<file path="config.mk">
export PLATFORM = sky130hd
export DESIGN_NAME = fusion_issue_queue
export DESIGN_NICKNAME = d
export VERILOG_FILES = /design/src/rtl/fusion_issue_queue.sv
export SDC_FILE = /design/constraint.sdc
export NUM_CORES = 1
export LEC_CHECK = 0
export BUFFER_PORTS_ARGS = -buffer_cell sky130_fd_sc_hd__buf_2
export CORE_ASPECT_RATIO = 0.5
export CORE_UTILIZATION = 61
export CTS_CLUSTER_SIZE = 40
export DETAILED_ROUTE_END_ITERATION = 8
export PLACE_DENSITY = 0.85
export SYNTH_ARGS = -nofsm -noshare
export SYNTH_HDL_FRONTEND = slang
export SYNTH_SLANG_ARGS = --single-unit
</file>
<file path="constraint.sdc">
create_clock -name clk_i -period 9.1 [get_ports clk_i]
set_input_delay 1.365 -clock clk_i [delete_from_list [all_inputs] [get_ports clk_i]]
set_output_delay 1.365 -clock clk_i [all_outputs]
set_load 0.02 [all_outputs]
</file>
<file path="src/rtl/fusion_issue_queue.sv">
// Pair-accepting, single-issue FIFO between fusion scan and issue.
// Optional macro FUSION_QUEUE_PERF_EN adds the fused_cnt_o dequeue counter.
package fusion_issue_queue_pkg;
    typedef struct packed {
        logic [15:0] pc;
        logic [7:0]  op;
        logic [1:0]  is_fusion;
        logic        ex;
    } scoreboard_entry_t;
endpackage

module fusion_issue_queue #(
    parameter type scoreboard_entry_t = fusion_issue_queue_pkg::scoreboard_entry_t,
    parameter int  DEPTH              = 4
) (
    input  logic                          clk_i,
    input  logic                          rst_i,
    input  logic                          flush_i,
    input  scoreboard_entry_t [1:0]       instr_i,
    input  logic [1:0]                    valid_i,
    output logic                          ready_o,
    output scoreboard_entry_t             issue_instr_o,
    output logic                          issue_valid_o,
    input  logic                          issue_ack_i,
`ifdef FUSION_QUEUE_PERF_EN
    output logic [31:0]                   fused_cnt_o,
`endif
    output logic [$clog2(DEPTH):0]        count_o
);

    localparam int PW = $clog2(DEPTH);
    localparam int CW = $clog2(DEPTH) + 1;
    localparam logic [CW-1:0] DEPTH_C = CW'(DEPTH);

    function automatic logic [1:0] popcount2(input logic [1:0] v);
        popcount2 = {1'b0, v[0]} + {1'b0, v[1]};
    endfunction

    scoreboard_entry_t mem_r [DEPTH];
    logic [PW-1:0]     rptr_r;
    logic [PW-1:0]     wptr_r;
    logic [CW-1:0]     count_r;

    logic [PW-1:0]     wptr_p1_s;
    logic [PW-1:0]     wptr_next_s;
    logic [PW-1:0]     rptr_next_s;
    logic [CW-1:0]     count_next_s;
    logic [1:0]        enq_n_s;
    logic              deq_s;
    logic              ready_s;
    logic              issue_valid_s;

    assign wptr_p1_s     = wptr_r + PW'(1);
    // Acceptance depends only on registered occupancy so a pair is never split.
    assign ready_s       = ((DEPTH_C - count_r) >= CW'(2));
    assign issue_valid_s = (count_r != CW'(0));

    assign ready_o       = ready_s;
    assign issue_valid_o = issue_valid_s;
    assign issue_instr_o = mem_r[rptr_r];
    assign count_o       = count_r;

    // Enqueue/dequeue amounts and next pointer/count values.
    always_comb begin
        enq_n_s      = 2'd0;
        deq_s        = 1'b0;
        wptr_next_s  = wptr_r;
        rptr_next_s  = rptr_r;
        count_next_s = count_r;
        if (ready_s) begin
            enq_n_s = popcount2(valid_i);
        end else begin
            enq_n_s = 2'd0;
        end
        deq_s        = issue_valid_s & issue_ack_i;
        wptr_next_s  = wptr_r + PW'(enq_n_s);
        rptr_next_s  = rptr_r + PW'(deq_s);
        count_next_s = count_r + CW'(enq_n_s) - CW'(deq_s);
    end

    // Pointer and occupancy state; flush behaves exactly like reset here.
    always_ff @(posedge clk_i) begin
        if (rst_i || flush_i) begin
            rptr_r  <= '0;
            wptr_r  <= '0;
            count_r <= '0;
        end else begin
            rptr_r  <= rptr_next_s;
            wptr_r  <= wptr_next_s;
            count_r <= count_next_s;
        end
    end

    // Storage writes; a lone slot-1 entry is compacted into the next free slot.
    always_ff @(posedge clk_i) begin
        if (!rst_i && !flush_i && ready_s) begin
            case (valid_i)
                2'b11: begin
                    mem_r[wptr_r]    <= instr_i[0];
                    mem_r[wptr_p1_s] <= instr_i[1];
                end
                2'b01:   mem_r[wptr_r] <= instr_i[0];
                2'b10:   mem_r[wptr_r] <= instr_i[1];
                default: ;
            endcase
        end
    end

`ifdef FUSION_QUEUE_PERF_EN
    logic [31:0] fused_cnt_r;
    logic        fused_deq_s;

    assign fused_deq_s = deq_s & (issue_instr_o.is_fusion != 2'b00);
    assign fused_cnt_o = fused_cnt_r;

    // Saturating count of fused entries issued; survives flush, not reset.
    always_ff @(posedge clk_i) begin
        if (rst_i) begin
            fused_cnt_r <= 32'd0;
        end else if (fused_deq_s && (fused_cnt_r != 32'hFFFF_FFFF)) begin
            fused_cnt_r <= fused_cnt_r + 32'd1;
        end else begin
            fused_cnt_r <= fused_cnt_r;
        end
    end
`endif

endmodule

</file>
-- Word-level counts from Yosys, hierarchy flattened
Memory sizes are Yosys's and may differ from the RTL's. A register that Yosys moved wholly into a read port is not among the register bits.
Index checks and enable logic that the tools add are counted.
W data, S select, Z words.
- register bits: 7
- memory bits (writable): 108
- input bits: 60
- memories: 1
- memories (name ; words ; bits a word ; rd ports ; clocked after memory_dff ; write ports ; RTL line ; source):
    mem_r ; 4 ; 27 ; 1 ; 1 ; 2 ; 39 ; scoreboard_entry_t mem_r [DEPTH];
- $add $sub $neg: 7
- magnitude comparators: 1
- equal/unequal tests: 3
- muxes and demuxes: 13
- bitwise logic cells: 3
- reduce and logical (&&, ||, !) cells: 6
- operators by type and width (cell ; count):
    $mux W27 ; 2
    $mux W1 ; 9
    $eq A2 B2 Y1 const B ; 2
    $mux W2 ; 2
    $add A3 B2 Y3 ; 1
    $ge A3 B2 Y1 const B ; 1
    $reduce_bool A3 Y1 ; 1
    $sub A3 B1 Y3 ; 1
    $sub A3 B3 Y3 const A ; 1
    $add A1 B1 Y2 ; 1
    $add A2 B1 Y2 ; 1
    $add A2 B1 Y2 const B ; 1
    $add A2 B2 Y2 ; 1
    $eq A2 B1 Y1 const B ; 1
    $logic_and A1 B1 Y1 ; 2
    $logic_not A1 Y1 ; 2
    $or A1 B1 Y1 ; 2
    $and A1 B1 Y1 ; 1
    $logic_or A1 B1 Y1 ; 1

-- Depth between registers and ports, before layout
- depth after elaboration: 7
- gate-level depth with buffers: 12

-- Least setup slack after synthesis
Ideal clock, no wire load.
- path kind: input port to flip-flop
- start point: input valid_i[0]
- end point: memory mem_r[0][0] in the netlist's numbering (enable)
- arrival time: 3.327 ns
- data required time: 8.680 ns
- path slack: 5.353 ns
- stages on the path: 6
- path buffers: 1
- cells stage by stage: inv_1 -> ha_1 -> buf_2 -> or3_1 -> nand3_1 -> a21oi_1
- RTL lines (what ; RTL line ; source):
    start, declared ; 20 ; input logic [1:0] valid_i,
    end, declared ; 39 ;

==> out/qor.yml <==
power_and_ir_drop:
  power_density_mw_per_mm2: 234
  power_frac_comb_pct: 23.0
  p_leak_nw: 2.47
  p_int_mw: 1.16
  seqPwrFrac_pct: 40.9
  p_switching_mw: 0.447
  power.share.switching_pct: 27.8
  power.total_mw: 1.61
  vdd_ir_drop_max_uv: 155
  p_clk_share_pct: 36.1
critical_path:
  worstPathArrival_ps: 2280
  reg2regPathDepth: 7
  startpoint_type: "flop"
  crit_type: "flop to primary output"
  crit_required_ps: 7740
  cp_max_fo: 28
  r2r_setup_slack_ps: 6330
  critPathCaptureType: "primary output"
timing:
  rsz0062_at_grt: "false"
  setup-tns-final_ps: 0
  maxSlewHeadroom_pct: 26.2
  fmax_mhz: 274
  skew_ps: 8.45
  final_hold_viol_count: 0
  finalSetupViolations: 0
  min_period_over_period_pct: 40.0
  worst-slew-pin-transition_ps: 1100
  finalMaxSlewViolations: 0
  period_needed_ps: 3640
final_layout:
  fin_area_mm2: 0.00687
  fill_cells: 542
  drive_gt1_share_pct: 59.3
  syn2layout_area_growth_pct: 17.5
  nets: 497
  antennaDiodeCount: 0
  final_core_util_pct: 76.3
grt:
  grtUsageMet3_pct: 7.75
  grt_pass1_wl_um: 18500
  grt_pass1_vias: 3664
  top_usage_layer: "met2"
  track_usage_pct: 25.8
  use_met1_pct: 30.7
  antenna_found_initial: 0
  grt_overflow: 0
  grt_max_degree: 29
  grt_util_met2_pct: 45.6
routing:
  wl_per_cell_um: 21.5
  drt_iter0_drc: 183
  ant_nets: 0
  via_count: 3327
  routed_wl_um: 11900
  vias_per_cell: 6.01
  drtPass1Iterations: 4
  drc_errors: 0
synthesis:
  yosys_warnings: 0
  synth.cell_area_mm2: 0.00585
  ys_types: 33
  synth-seq-area-share_pct: 57.9
  ys_ff_latch: 115
  syn-instance-count: 330
  syn_nets: 402
  synth_area_per_cell_um2: 17.7
min_path:
  hp-class: "flop to flop"
  min_path_cells: 2
placement:
  dp_hpwl_um: 7250
  placed_area_mm2: 0.00636
  port_buffers: 91
  gp_congestion: 0.761
floorplanning:
  core-area_mm2: 0.00901
  io_pins: 92
  dieArea_mm2: 0.0100
  rows: 24
  die_y_um: 71.2
  start_util_pct: 64.9
  die_x_um: 140
cts:
  clockBufferDepth: 2
  cts.sinks: 115
  ctsResizeCount: 0
  htreeDepth: 4
  clk_latency_ps: 410
  cts_tree: "yes"
  cts_buffers: 17
  cts-root-buf: "clkbuf_16"
  clk_pin_slew_ps: 50
  cts_setup_buffers: 0
  cts_hold_buf: 0
outcome:
  status: "finished clean"
flow_run:
  drv_cap: 0
-- through the flow --
step	instances	setup WS, ps	hold slack (ps)
6_report	554	5460	628
5_1_grt	554	5300	656
4_1_cts	554	5380	649
3_5_place_dp	523	5530	635
3_3_place_gp	523	5550	596
2_1_floorplan	330	5350	546
-- per-layer routing --
layer | up-vias | routed length (um) | part of all wire, %
met3 | 14 | 710 | 6.0
met5 | - | 0 | 0
li1 | 1517 | - | -
met2 | 118 | 6100 | 51
met4 | 0 | 110 | 0.92
met1 | 1678 | 4980 | 42
-- power by group through the flow --
stage	Sequential (mW)	Combinational, mW	Clock [mW]
after global routing	0.662	0.399	0.609
final	0.657	0.370	0.580
after CTS	0.658	0.373	0.587
after floorplan	0.656	0.271	0
after global placement	0.664	0.350	0
after detailed placement	0.668	0.370	0
-- layout make-up --
cell class | count | area [um^2] | area share [%]
Tap cell | 117 | 146 | 2.13
Sequential cell | 115 | 3380 | 49.3
Clock buffer | 22 | 444 | 6.47
Multi-Input combinational cell | 185 | 2310 | 33.6
Clock inverter | 9 | 65.1 | 0.947
Timing Repair Buffer | 93 | 470 | 6.85
Inverter | 13 | 48.8 | 0.710
-- cell families (layout without fill, tap and decap cells) --
group	count (synthesis)	in the layout	share of synthesized area (%)
muxes	135	135	31.2
DFF	115	115	57.9
AOI/OAI and AO/OA	9	9	1.73
xor gates and xnor gates	4	4	0.599
buffers and inverters	30	137	3.19
adders and majority gates	12	12	2.70
and+or+nand+nor	25	25	2.72
-- Yosys cell counts --
cell / instances / share of area (%)
nand2_1: 2 / 0.13
buf_6: 8 / 1.5
buf_4: 2 / 0.26
inv_2: 1 / 0.064
fa_1: 1 / 0.34
mux2_1: 3 / 0.58
dfxtp_1: 7 / 2.4
edfxtp_1: 108 / 55
and2_1: 4 / 0.43
buf_2: 5 / 0.43
or3_1: 1 / 0.11
nor3_4: 1 / 0.28
o211ai_4: 3 / 1.1
a21oi_1: 2 / 0.17
ha_1: 11 / 2.4
a31oi_1: 2 / 0.21
xnor2_1: 2 / 0.30
nand3_1: 3 / 0.26
nor2b_1: 1 / 0.11
nand2b_1: 1 / 0.11
inv_1: 12 / 0.77
o21a_1: 1 / 0.13
o211ai_1: 1 / 0.13
or2_1: 1 / 0.11
nor3b_2: 1 / 0.21
mux4_2: 27 / 10
xor2_1: 2 / 0.30
nor3b_1: 2 / 0.26
and3b_1: 2 / 0.30
mux2_2: 105 / 20
clkbuf_1: 2 / 0.13
nor2_1: 5 / 0.32
nor2_2: 1 / 0.11
-- sequential cells by signal, indices dropped and copies added (netlist names) --
register / cells
count_o: 3
mem_r: 108
rptr_r: 2
wptr_r: 2
-- worst max-delay path, cell delays in order (launching register included) --
cell     delay (ps)
dfxtp_2        1040
mux4_2          630
buf_2           180
-- worst paths after layout --
| path | to | from |
|---|---|---|
| worst max-delay path | issue_instr_o[13] | rptr_r[0] |
| worst max register to register | mem_r[0][16] | count_o[0] |
| worst min-delay path | count_o[0] | count_o[0] |
| worst min register to register | count_o[0] | count_o[0] |
-- layout by cell type, fill, tap and decap left out, drive strengths merged, types with 3 or more instances in the layout --
cell type    n
mux4        27
inv         13
and2         4
clkinv       8
ha          11
clkbuf      22
mux2       108
dfxtp        7
buf         93
nor3b        3
nand3        3
o211ai       4
nor2         6
edfxtp     108
Power figures use the tool's default switching activity.
